**src/rtl/au_core.sv**
```systemverilog
// Fixed-point add/sub/mul/div unit answering the sequencer's AU start/continue handshake.
// Build option: define AU_SAT_EN to clamp ADD/SUB/MUL overflow instead of wrapping.
module au_core #(
    parameter int WIDTH = 16,
    parameter int FRAC  = 8
) (
    input  logic             clk,
    input  logic             rst,
    input  logic             start,
    input  logic [1:0]       op,
    input  logic [WIDTH-1:0] opa,
    input  logic [WIDTH-1:0] opb,
    output logic [WIDTH-1:0] result,
    output logic             continue_o,
    output logic             busy,
    output logic             ovf,
    output logic             dz,
    output logic [1:0]       state_dbg
);

    localparam int Q  = WIDTH + FRAC;
    localparam int CW = $clog2(Q + 1);

    localparam logic [1:0] OP_ADD = 2'b00;
    localparam logic [1:0] OP_SUB = 2'b01;
    localparam logic [1:0] OP_MUL = 2'b10;
    localparam logic [1:0] OP_DIV = 2'b11;

    localparam logic [WIDTH-1:0] MAX_V   = {1'b0, {(WIDTH-1){1'b1}}};
    localparam logic [WIDTH-1:0] MIN_V   = {1'b1, {(WIDTH-1){1'b0}}};
    localparam logic [Q-1:0]     POS_LIM = Q'((1 << (WIDTH-1)) - 1);
    localparam logic [Q-1:0]     NEG_LIM = Q'(1 << (WIDTH-1));

    typedef enum logic [1:0] {
        IDLE    = 2'd0,
        DIV_RUN = 2'd1,
        DIV_FIN = 2'd2
    } state_t;

    state_t state_q, state_d;

    // Handshake: start is honoured only in IDLE (busy=0); each completion
    // raises continue_o for exactly one cycle alongside the registered result.
    logic accept;
    assign accept    = start && (state_q == IDLE);
    assign busy      = (state_q != IDLE);
    assign state_dbg = state_q;

    // Division datapath: quo_q starts as the dividend and shifts quotient bits in.
    logic [Q-1:0]     quo_q;
    logic [WIDTH-1:0] rem_q;
    logic [WIDTH-1:0] dsr_q;
    logic [CW-1:0]    cnt_q;
    logic             neg_q;
    logic             a_neg_q;
    logic             dz_q;

    logic [WIDTH-1:0] abs_a, abs_b;
    logic [WIDTH:0]   trial_rem;
    logic             trial_ge;

    assign abs_a     = opa[WIDTH-1] ? (-opa) : opa;
    assign abs_b     = opb[WIDTH-1] ? (-opb) : opb;
    assign trial_rem = {rem_q, quo_q[Q-1]};
    assign trial_ge  = (trial_rem >= {1'b0, dsr_q});

    // Single-cycle ALU for ADD/SUB/MUL
    logic [WIDTH:0]           sum_w;
    logic signed [2*WIDTH-1:0] prod_w, prod_sh;
    logic [WIDTH-1:0]         alu_raw, alu_sat, alu_res;
    logic                     alu_ovf;

    always_comb begin
        sum_w   = '0;
        prod_w  = '0;
        prod_sh = '0;
        alu_raw = '0;
        alu_sat = '0;
        alu_ovf = 1'b0;
        alu_res = '0;
        if (op == OP_SUB)
            sum_w = {opa[WIDTH-1], opa} - {opb[WIDTH-1], opb};
        else
            sum_w = {opa[WIDTH-1], opa} + {opb[WIDTH-1], opb};
        prod_w  = $signed({{WIDTH{opa[WIDTH-1]}}, opa}) * $signed({{WIDTH{opb[WIDTH-1]}}, opb});
        prod_sh = prod_w >>> FRAC;
        if (op == OP_MUL) begin
            alu_raw = prod_sh[WIDTH-1:0];
            alu_sat = prod_sh[2*WIDTH-1] ? MIN_V : MAX_V;
            alu_ovf = !((&prod_sh[2*WIDTH-1:WIDTH-1]) || !(|prod_sh[2*WIDTH-1:WIDTH-1]));
        end else begin
            alu_raw = sum_w[WIDTH-1:0];
            alu_sat = sum_w[WIDTH] ? MIN_V : MAX_V;
            alu_ovf = sum_w[WIDTH] ^ sum_w[WIDTH-1];
        end
`ifdef AU_SAT_EN
        alu_res = alu_ovf ? alu_sat : alu_raw;
`else
        alu_res = alu_raw;
`endif
    end

    // Final signing and clamping of the division result (clamps in every build)
    logic [WIDTH-1:0] fin_res;
    logic             fin_ovf;

    always_comb begin
        fin_res = '0;
        fin_ovf = 1'b0;
        if (dz_q) begin
            fin_res = a_neg_q ? MIN_V : MAX_V;
        end else if (!neg_q && (quo_q > POS_LIM)) begin
            fin_res = MAX_V;
            fin_ovf = 1'b1;
        end else if (neg_q && (quo_q > NEG_LIM)) begin
            fin_res = MIN_V;
            fin_ovf = 1'b1;
        end else begin
            fin_res = neg_q ? (-quo_q[WIDTH-1:0]) : quo_q[WIDTH-1:0];
        end
    end

    always_ff @(posedge clk) begin
        if (rst)
            state_q <= IDLE;
        else
            state_q <= state_d;
    end

    always_comb begin
        state_d = state_q;
        case (state_q)
            IDLE: begin
                if (accept && (op == OP_DIV))
                    state_d = (opb == '0) ? DIV_FIN : DIV_RUN;
            end
            DIV_RUN: begin
                if (cnt_q == CW'(1))
                    state_d = DIV_FIN;
            end
            DIV_FIN: state_d = IDLE;
            default: state_d = IDLE;
        endcase
    end

    always_ff @(posedge clk) begin
        if (rst) begin
            result     <= '0;
            continue_o <= 1'b0;
            ovf        <= 1'b0;
            dz         <= 1'b0;
            quo_q      <= '0;
            rem_q      <= '0;
            dsr_q      <= '0;
            cnt_q      <= '0;
            neg_q      <= 1'b0;
            a_neg_q    <= 1'b0;
            dz_q       <= 1'b0;
        end else begin
            continue_o <= 1'b0;
            case (state_q)
                IDLE: begin
                    if (accept && (op != OP_DIV)) begin
                        result     <= alu_res;
                        ovf        <= alu_ovf;
                        dz         <= 1'b0;
                        continue_o <= 1'b1;
                    end else if (accept) begin
                        quo_q   <= {abs_a, {FRAC{1'b0}}};
                        rem_q   <= '0;
                        dsr_q   <= abs_b;
                        neg_q   <= opa[WIDTH-1] ^ opb[WIDTH-1];
                        a_neg_q <= opa[WIDTH-1];
                        dz_q    <= (opb == '0);
                        cnt_q   <= CW'(Q);
                    end
                end
                DIV_RUN: begin
                    if (trial_ge)
                        rem_q <= WIDTH'(trial_rem - {1'b0, dsr_q});
                    else
                        rem_q <= trial_rem[WIDTH-1:0];
                    quo_q <= {quo_q[Q-2:0], trial_ge};
                    cnt_q <= cnt_q - CW'(1);
                end
                DIV_FIN: begin
                    result     <= fin_res;
                    ovf        <= fin_ovf;
                    dz         <= dz_q;
                    continue_o <= 1'b1;
                end
                default: ;
            endcase
        end
    end

endmodule

```
**config.mk**
```make
export PLATFORM = sky130hd
export DESIGN_NAME = au_core
export DESIGN_NICKNAME = d
export VERILOG_FILES = /design/src/rtl/au_core.sv
export SDC_FILE = /design/constraint.sdc
export NUM_CORES = 1
export LEC_CHECK = 0
export ABC_AREA = 1
export CORE_MARGIN = 3
export CORE_UTILIZATION = 60
export CTS_CLUSTER_DIAMETER = 150
export CTS_CLUSTER_SIZE = 20
export DETAILED_ROUTE_END_ITERATION = 10
export GPL_TIMING_DRIVEN = 0
export PLACE_DENSITY = 0.78
export SLEW_MARGIN = 10
export SYNTH_ARGS = -nofsm -noshare
export SYNTH_HDL_FRONTEND = slang
export SYNTH_SLANG_ARGS = --single-unit
```
**constraint.sdc**
```tcl
create_clock -name clk -period 19.7 [get_ports clk]
set_input_delay 1.97 -clock clk [delete_from_list [all_inputs] [get_ports clk]]
set_output_delay 1.97 -clock clk [all_outputs]
set_load 0.01 [all_outputs]
```
=== After elaboration in Yosys (flattened, before gate mapping) ===
Index checks and enable logic that the tools add are counted.

* Bits in registers: 85
* Bits of input ports: 37
* Output and inout bits: 22
* Logic and storage cells: 93

* Add/subtract/negate cells: 7
* Multipliers: 1
* $lt $le $gt $ge: 3
* Equal/unequal tests: 12
* Multiplexer cells: 35
* Bitwise operators: 3
* Reduce and logical (&&, ||, !) cells: 20

{| class="wikitable"
|+ Operators by type and width
! operator !! count
|-
| $mux 16 || 12
|-
| $pmux 16 s2 || 2
|-
| $mux 24 || 2
|-
| $neg 16->16 || 3
|-
| $pmux 24 s2 || 1
|-
| $mul 16x16->32 || 1
|-
| $gt 24x15->1 const B || 1
|-
| $gt 24x16->1 const B || 1
|-
| $add 16x16->17 || 1
|-
| $ge 17x16->1 || 1
|-
| $mux 17 || 1
|-
| $sub 16x16->17 || 1
|-
| $logic_not 16->1 || 1
|-
| $sub 16x16->16 || 1
|-
| $mux 5 || 2
|-
| $pmux 5 s2 || 1
|-
| $reduce_and 9->1 || 1
|-
| $reduce_or 9->1 || 1
|-
| $ne 2x2->1 const B || 4
|-
| $mux 1 || 7
|-
| $eq 2x2->1 const B || 3
|-
| $mux 2 || 3
|-
| $pmux 1 s2 || 3
|-
| $reduce_and 3->1 || 2
|-
| other kinds (13) || 25
|}

=== Depth between registers and ports, before layout ===
Gate-level depths: netlist of run 1.

* Depth in word-level cells: 8
* Depth in mapped cells: 38
* Depth with buffers taken out: 35

=== Worst setup path before layout of run 1 ===
OpenSTA, ideal clock, no wires.

* Path type: input-to-reg
* From: in opa[15]
* To: reg ovf
* Setup time: 0.122 ns
* Arrival time: 7.979 ns
* Required time: 19.578 ns
* Path slack: 11.599 ns
* Cell stages on the path: 34
* Buffers on the path: 3
* Path through: buf_2 -> clkbuf_1 -> buf_1 -> nand2_1 -> inv_1 -> fa_1 -> inv_1 -> fa_1 -> inv_1 -> fa_1 -> inv_1 -> fa_1 -> fa_1 -> fa_1 -> inv_1 -> ha_1 -> nand2_1 -> nor2_1 -> inv_1 -> nor2_1 -> nand2_1 -> o21bai_1 -> nand2_1 -> nand2_1 -> nand2_1 -> nand3_1 -> nor2_1 -> nand2_1 -> nand2_1 -> nand2_1 -> nand2_1 -> nand2_1 -> nand2_1 -> a21oi_2

* Longest elaborated chain between the ends: 8
* Elaborated cells between the ends (all ways): 13
* Classes of those cells: add/sub (2); mul (1); mux (4); bitwise (1); reduce/logical (5)

{| class="wikitable"
|+ Ends and longest elaborated chain
! what !! RTL line !! source
|-
| from (decl) || 11 || <nowiki>input logic [WIDTH-1:0] opa,</nowiki>
|-
| $mul 16x16->32 || 85 || <nowiki>prod_w = $signed({{WIDTH{opa[WIDTH-1]}}, opa}) * $signed({{WIDTH{opb[WIDTH-1]}}, opb});</nowiki>
|-
| $reduce_or 9->1 || 90 || <nowiki>alu_ovf = !((&prod_sh[2*WIDTH-1:WIDTH-1]) || !(|prod_sh[2*WIDTH-1:WIDTH-1]));</nowiki>
|-
| $logic_not 1->1 || 90 ||
|-
| $logic_or 1x1->1 || 90 ||
|-
| $logic_not 1->1 || 90 ||
|-
| $mux 1 (*) || 87 || <nowiki>if (op == OP_MUL) begin</nowiki>
|-
| $mux 1 (*) || 163 || <nowiki>if (accept && (op != OP_DIV)) begin</nowiki>
|-
| $pmux 1 s2 (*) || 161 || <nowiki>case (state_q)</nowiki>
|-
| to (signal assigned) || 165 || <nowiki>ovf <= alu_ovf;</nowiki>
|-
| to (signal assigned) || 188 || <nowiki>ovf <= fin_ovf;</nowiki>
|-
| to (decl) || 16 || <nowiki>output logic ovf,</nowiki>
|}

Every way passes the cells marked *; elsewhere a longest branch is shown, timed or not. The select of a mux whose other input is x is not followed.
A chain may end at the register's enable or synchronous reset.

=== Final worst setup path of run 1 ===
Same ends and word-level chain as after synthesis.

==> impl_metrics.ini, run 1 <==
[sta]
worstMarginPinSlew_ps = 1100
final.min_clock_period_ps = 9550
drv_slew = 0
hold_violations = 0
fin_setup_tns_ps = 0
finClkSkew_ps = 15.0
rsz0062_at_grt = no
timing.hold.ws_ps = 480
setup_violations = 0
fin_crit_sh_pct = 48.5
fmax_mhz = 105
slew_headroom_pct = 26.5

[setup_path]
critPathArrivalTime_ps = 9790
endpoint_kind = flop
path_class = primary input to flop
worstPathRequired_ps = 19940
cp_slowest_cell = fa_1
crit_top_cell = nand2_1
crit_fanout = 10
critical-path-max-stage-delay_ps = 590
start_kind = primary input

[job]
maxCapViolCount = 0

[yosys]
synthesis.area_mm2 = 0.0173
synth_seq_area_share_pct = 9.81
yosysWarnings = 0
syn_inst = 2480
synth_top_flop_cell = dfxtp_1
syn_area_per_cell_um2 = 6.99
ys_ff_latch = 85
post_synth_num_cell_types = 58
async_reset_ff_share_pct = 0
synth_edf_count = 0
syn_nets = 2898

[clock_tree]
htreeDepth = 3
clk_path_buf_depth = 2
clkSlewWorstSetupHoldPaths_ps = 70
cts.repair.resized = 0
clk_latency_ps = 360
clock-sinks = 85
cts_tree = built
postCtsSetupRepairBufs = 0
clock-root-buffer = clkbuf_16
cts_hold_buffers = 0
cts_buffers = 9

[final_layout]
nets = 2962
n_fill_cell = 2496
n_antenna_cell = 0
drive_above_1_share_pct = 3.53
layout_commonest_cell = nand2_1
area_growth_pct = 7.42
final_core_util_pct = 66.1
layout.cells.most_common_list = nand2_1, inv_1, fa_1

[global_routing]
grt-ovfl-total = 0
grt_pass1_vias = 16201
grt_start_max_net_pins = 17
antenna_found_initial = 0
grt_pass1_wl_um = 86400
grt_util_all_layers_pct = 35.9

[floorplanning]
initial_utilization_pct = 61.6
dieArea_mm2 = 0.0310
rows = 61
ios = 59
fp.coreArea_mm2 = 0.0282
die_h_um = 176
dieWidth_um = 176

[detailed_routing]
dr.pass1.iters = 8
drt_wl_total_um = 54000
wl_per_cell_um = 18.4
route.vias.total = 16333
vias_per_cell = 5.58
drtAntennaViolNets = 0
drtIter0Drc = 1708
drc = 0

[place]
place.gp.congestion = 1.03
port_buffers = 53
dp_hpwl_um = 45000

[worst_hold_path]
min_path_type = flop to flop

[outcome]
status = finished, final reports clean
-- state kept, by name, indices dropped and copies added, names as in the netlist, 2 cells and up --
| register | flops |
|---|---|
| quo_q | 24 |
| result | 16 |
| dsr_q | 16 |
| rem_q | 16 |
| cnt_q | 5 |
| state_dbg | 2 |
-- final cells by class --
cell class	count	area [um^2]	area share, %
Multi-Input combinational cell	1682	12900	69.2
Tap cell	378	473	2.54
Clock inverter	7	58.8	0.316
Timing Repair Buffer	53	531	2.85
Inverter	614	2310	12.4
Buffer	99	447	2.40
Clock buffer	9	225	1.21
Sequential cell	85	1700	9.13
-- metrics by stage --
stage | std cells | setup slack [ps] | cell area (um^2)
2_1_floorplan | 2480 | 11600 | 17300
3_3_place_gp | 2911 | 9950 | 18300
3_5_place_dp | 2911 | 9880 | 18300
4_1_cts | 2927 | 10210 | 18600
5_1_grt | 2927 | 9580 | 18600
6_report | 2927 | 10150 | 18600
-- synth_stat cells (all sizes together), types with 34 or more instances --
| library cell | n | area, um^2 |
|---|---|---|
| clkbuf | 65 | 245 |
| nand2 | 650 | 2470 |
| buf | 34 | 201 |
| fa | 263 | 5270 |
| inv | 608 | 2280 |
| o21ai | 126 | 657 |
| nand3 | 54 | 285 |
| a21oi | 159 | 815 |
| dfxtp | 85 | 1700 |
| ha | 118 | 1480 |
| nor2 | 129 | 499 |
| xor2 | 41 | 359 |
-- cells by family after synthesis --
family	synth area share, %
AND/OR/NAND/NOR	20.7
flip-flops	9.81
XOR/XNOR	2.83
adder cells (fa/ha/maj)	38.9
buffers and inverters	15.9
AO/OA/AOI/OAI	11.9
-- final timing paths --
path / start / end / slack, ps / cells past startpoint
setup / recovery: opa[15] / ovf$_SDFFE_PP0P_ / 10150 / 35
hold / removal: dz$_SDFFE_PP0P_ / dz$_SDFFE_PP0P_ / 480 / 2
setup reg to reg: quo_q[23]$_SDFFE_PP0P_ / rem_q[14]$_SDFFE_PP0P_ / 17050 / 13
hold reg to reg: dz$_SDFFE_PP0P_ / dz$_SDFFE_PP0P_ / 480 / 2
-- per-layer routing --
metal,GRT usage (%),wire [um],part of all wire (%),vias to the layer above
li1,-,-,-,7593
met1,50.7,22300,41,7704
met2,54.6,23500,44,875
met3,8.24,5830,11,161
met4,12.6,2300,4.3,0
met5,0,0,0,-
-- critical path: cells and delay by family --
family | cells | cell delay (ps)
AO/OA/AOI/OAI | 2 | 280
buffers and inverters | 10 | 2530
adder cells (fa/ha/maj) | 7 | 3460
AND/OR/NAND/NOR | 16 | 1540
Power of run 1 is left out: the tool's default activity adds up to more than one toggle a clock period on the data nets, which glitch-free logic cannot reach.
==> run 2: changes to the inputs <==
- CORE_UTILIZATION: 60 -> 59
- PLACE_DENSITY: 0.78 -> 0.8
- clock period: 19.7 -> 7.7 ns (I/O delays scaled with it)
==> run 2 against run 1 <==
- sequential cell count stayed put
- design area is 1.3% higher
- sequential share of layout area is 0.11 points lower
- largest cell class unchanged
==> impl_metrics.ini, run 2 (same netlist as run 1, synthesis figures left out) <==
[outcome]
status = finished, final reports clean

[sta]
final.min_clock_period_ps = 7420
fin_crit_sh_pct = 96.4
fin_ws_ps = 281
finClkSkew_ps = 6.53
drv_slew = 0
slew_headroom_pct = 41.9
hold_violations = 0
worstMarginPinSlew_ps = 869
setup_violations = 0
fmax_mhz = 135

[detailed_routing]
wl_per_cell_um = 18.7
drtAntennaViolNets = 0
vias_per_cell = 5.58
dr.pass1.iters = 7
route.vias.total = 16352
drtIter0Drc = 1585
drt_wl_total_um = 54800
drc = 0

[setup_path]
reg2reg_to = rem_q[14]$_SDFFE_PP0P_
endpoint_kind = flop
r2r_cells = 13
cp_slowest_cell = fa_2
crit_fanout = 10
critPathTopFamily = adder cells
worstPathRequired_ps = 7940
critPathArrivalTime_ps = 7660
path_class = primary input to flop
r2r_slack_ps = 5070
crit_top_cell = nand2_1
timing.rr.start = quo_q[23]$_SDFFE_PP0P_
critical-path-max-stage-delay_ps = 640
start_kind = primary input
critical_path_buf_inv_count = 9

[worst_hold_path]
min_path_type = flop to flop
holdPathEnd = dsr_q[4]$_SDFFE_PP0P_
worstHoldStart = dsr_q[4]$_SDFFE_PP0P_
whs_path_depth = 2

[final_layout]
layout_commonest_cell = nand2_1
drive_above_1_share_pct = 5.85
layout.cells.most_common_list = nand2_1, inv_1, fa_1
regArea_mm2 = 0.00170
largest_register_ffs = 24
nets = 2962
top_register = quo_q
multi_input_area_mm2 = 0.0129
area_growth_pct = 8.78
finalNonFillerCells = 2933
n_fill_cell = 2613
final_core_util_pct = 65.4
n_antenna_cell = 0

[floorplanning]
initial_utilization_pct = 60.1
die_h_um = 177
ios = 59
rows = 62
fp.coreArea_mm2 = 0.0289
dieArea_mm2 = 0.0315
dieWidth_um = 177

[clock_tree]
cts_tree = built
clock-sinks = 85
clk_latency_ps = 350
cts_buffers = 9
clk_path_buf_depth = 2
htreeDepth = 3
clock-root-buffer = clkbuf_16
clkSlewWorstSetupHoldPaths_ps = 70

[place]
dp_hpwl_um = 45700
pre_cts_slack_ps = -1040
post-place-cells = 2917
port_buffers = 53
place.gp.congestion = 1.01

[job]
maxCapViolCount = 0

[global_routing]
grt-ovfl-total = 0
grt_util_all_layers_pct = 35.7
grt_pass1_wl_um = 86900
grt_start_max_net_pins = 29
grt_pass1_vias = 16133
antenna_found_initial = 1
-- run 2: cell types whose count changed in the layout (fill, tap and decap cells not counted), sizes merged --
cell           change
clkdlybuf4s50      -1
clkbuf             +2
clkinv             -4
dlymetal6s2s       +1
clkinvlp           +1
inv                -1
buf                -1
bufinv             +3
-- run 2: final cells by class --
type,count,area share [%]
multi-input combinational,1682,68.4
inverter,614,12.3
sequential,85,9.02
timing repair buffer,57,3.05
buffer,95,2.81
tap,384,2.55
clock buffer,10,1.27
clock inverter,6,0.617
-- run 2: metrics by stage --
stage               cell area, um^2  hold slack (ps)  TNS [ps]
floorplan                     17300              443         0
global placement              18400              454     -3970
detailed placement            18400              462     -4890
CTS                           18700              470         0
global route                  18900              509     -45.2
finish                        18900              470         0
-- run 2: repair_timing --
item	CTS	global route
buffers inserted	1	3
resized for setup	20	92
hold buffers	0	0
pin swaps	0	1
endpoints found under the setup margin	6	11
-- run 2: worst max path at each step --
stage / cells after the start / end / startpoint
2_1_floorplan: 34 / ovf$_SDFFE_PP0P_ / opa[15]
3_3_place_gp: 35 / ovf$_SDFFE_PP0P_ / opa[15]
3_5_place_dp: 35 / ovf$_SDFFE_PP0P_ / opa[15]
4_1_cts: 29 / ovf$_SDFFE_PP0P_ / opb[15]
5_1_grt: 31 / ovf$_SDFFE_PP0P_ / opa[9]
6_report: 34 / ovf$_SDFFE_PP0P_ / opb[2]
-- run 2: worst register-to-register path, delay by kind of cell, from the launching register on --
kind                     cells  cell delay, ps
AO/OA/AOI/OAI                6            1020
adder cells (fa/ha/maj)      2             700
buffers and inverters        1              90
flip-flops                   1             330
AND/OR/NAND/NOR              4             390
-- run 2: metal layers --
metal  up-vias  part of all wire [%]  GRT usage (%)
li1       7588                     -              -
met1      7769                    43           51.3
met5         -                 0.020              0
met4         2                   4.0           11.1
met2       838                    43           53.8
met3       155                    10           8.19
Power of run 2 is left out for the same reason.
==> run 3: changes to the inputs <==
- SETUP_SLACK_MARGIN: unset -> 0.2
==> run 3 against run 2 <==
- worst setup slack better by 150 ps
- final cell count is 0.17% higher
- global-route usage is 0.050 points higher
- highest routed layer unchanged
- largest cell class unchanged
- first-iteration DRC count is 5.4% higher
- routed wire length is 0.85% higher
==> impl_metrics.ini, run 3 (same netlist as run 1, synthesis figures left out) <==
[clock_tree]
clk_path_buf_depth = 2
cts_hold_buffers = 0
clock-sinks = 85
clk_latency_ps = 350
clkSlewWorstSetupHoldPaths_ps = 60
cts_tree = built
cts_buffers = 9
clock-root-buffer = clkbuf_16
htreeDepth = 3

[sta]
drv_slew = 0
finClkSkew_ps = 7.15
setup_violations = 0
final.min_clock_period_ps = 7270
fmax_mhz = 138
worstMarginPinSlew_ps = 860
fin_crit_sh_pct = 94.4
slew_headroom_pct = 42.4
rsz0062_at_grt = no
hold_violations = 0

[floorplanning]
rows = 62
dieWidth_um = 177
ios = 59
dieArea_mm2 = 0.0315
initial_utilization_pct = 60.1
fp.coreArea_mm2 = 0.0289
die_h_um = 177

[final_layout]
n_fill_cell = 2581
drive_above_1_share_pct = 7.05
n_antenna_cell = 0
regArea_mm2 = 0.00170
multi_input_area_mm2 = 0.0130
largest_register_ffs = 24
top_register = quo_q
area_growth_pct = 10.0
final_cell_area_mm2 = 0.0191
layout.cells.most_common_list = nand2_1, inv_1, fa_1
nets = 2967
layout_commonest_cell = nand2_1

[global_routing]
antenna_found_initial = 1
grt_start_max_net_pins = 16
grt_pass1_vias = 16139
grt_pass1_wl_um = 87100
grt-ovfl-total = 0
grt_util_all_layers_pct = 35.8

[setup_path]
critPathArrivalTime_ps = 7470
crit_fanout = 10
path_class = primary input to flop
endpoint_kind = flop
r2r_slack_ps = 5070
start_kind = primary input
worstPathRequired_ps = 7900

[detailed_routing]
drtIter0Drc = 1670
route.vias.total = 16436
dr.pass1.iters = 6
vias_per_cell = 5.59
drt_wl_total_um = 55300
wl_per_cell_um = 18.8
drc = 0
drtAntennaViolNets = 0

[job]
maxCapViolCount = 0

[place]
placed_cell_area_mm2 = 0.0184
place.gp.congestion = 1.01
port_buffers = 53
dp_hpwl_um = 45700

[worst_hold_path]
min_path_type = flop to flop

[outcome]
status = finished, final reports clean
==> run 3: cell count changes in the layout (fill, tap and decap cells not counted), moves of 8 or more <==
cell and delta:
clkbuf_2 -19, buf_4 +12, clkbuf_4 +11, ha_1 -8
==> run 3: final timing paths <==
path                                from                       to  cells past startpoint
setup reg to reg  quo_q[23]$_SDFFE_PP0P_   rem_q[14]$_SDFFE_PP0P_                     14
setup / recovery                  opb[2]  result[10]$_SDFFE_PP0P_                     25
hold reg to reg          dz$_SDFFE_PP0P_          dz$_SDFFE_PP0P_                      2
hold / removal           dz$_SDFFE_PP0P_          dz$_SDFFE_PP0P_                      2
==> run 3: timing repair <==
item / in CTS / in global routing
pin swaps: 1 / 8
buffers inserted: 2 / 3
endpoints found under the hold margin: 0 / 0
setup endpoints to repair: 12 / 13
gates resized for setup: 45 / 146
==> run 3: cell type report <==
class                           count  share of cell area (%)
Sequential cell                    85                    8.92
Tap cell                          384                    2.52
Inverter                          614                    12.1
Clock buffer                       10                    1.25
Buffer                             99                    3.24
Clock inverter                      6                   0.610
Multi-Input combinational cell   1682                    68.3
Timing Repair Buffer               58                    3.06
==> run 3: per-stage QoR <==
stage	setup TNS [ps]	std cells	util (%)	hold WS (ps)	setup slack, ps
after floorplan	0	2480	-	443	799
after global routing	0	2938	66.1	509	144
after detailed placement	-4890	2917	63.6	462	-1040
after global placement	-3970	2917	63.6	454	-914
final	0	2938	66.1	466	430
after CTS	0	2935	65.1	470	185
==> run 3: per-layer routing <==
| layer | up-vias | share of wire (%) | GRT usage (%) | wire length, um |
|---|---|---|---|---|
| li1 | 7598 | - | - | - |
| met4 | 2 | 3.8 | 11.1 | 2100 |
| met5 | - | 0.024 | 0 | 13 |
| met1 | 7842 | 42 | 51.4 | 23200 |
| met3 | 153 | 11 | 8.11 | 5860 |
| met2 | 841 | 43 | 53.9 | 24000 |
==> run 3: worst max-delay path, cell delays in order <==
cell             delay (ps)
clkdlybuf4s50_1         590
buf_2                   320
buf_2                   320
nand2_1                 120
fa_1                    540
fa_1                    430
fa_1                    520
inv_1                    50
fa_1                    490
fa_1                    550
fa_1                    720
ha_1                    340
nand2_1                 140
inv_1                    70
nand2_1                  60
nand3_1                 100
a21oi_1                 140
nand2_1                 130
a21oi_1                 330
or2_0                   160
nand3_1                  70
o211ai_1                140
o21ai_0                 160
a21oi_1                 150
nor2_1                   50
Power of run 3 is left out for the same reason.
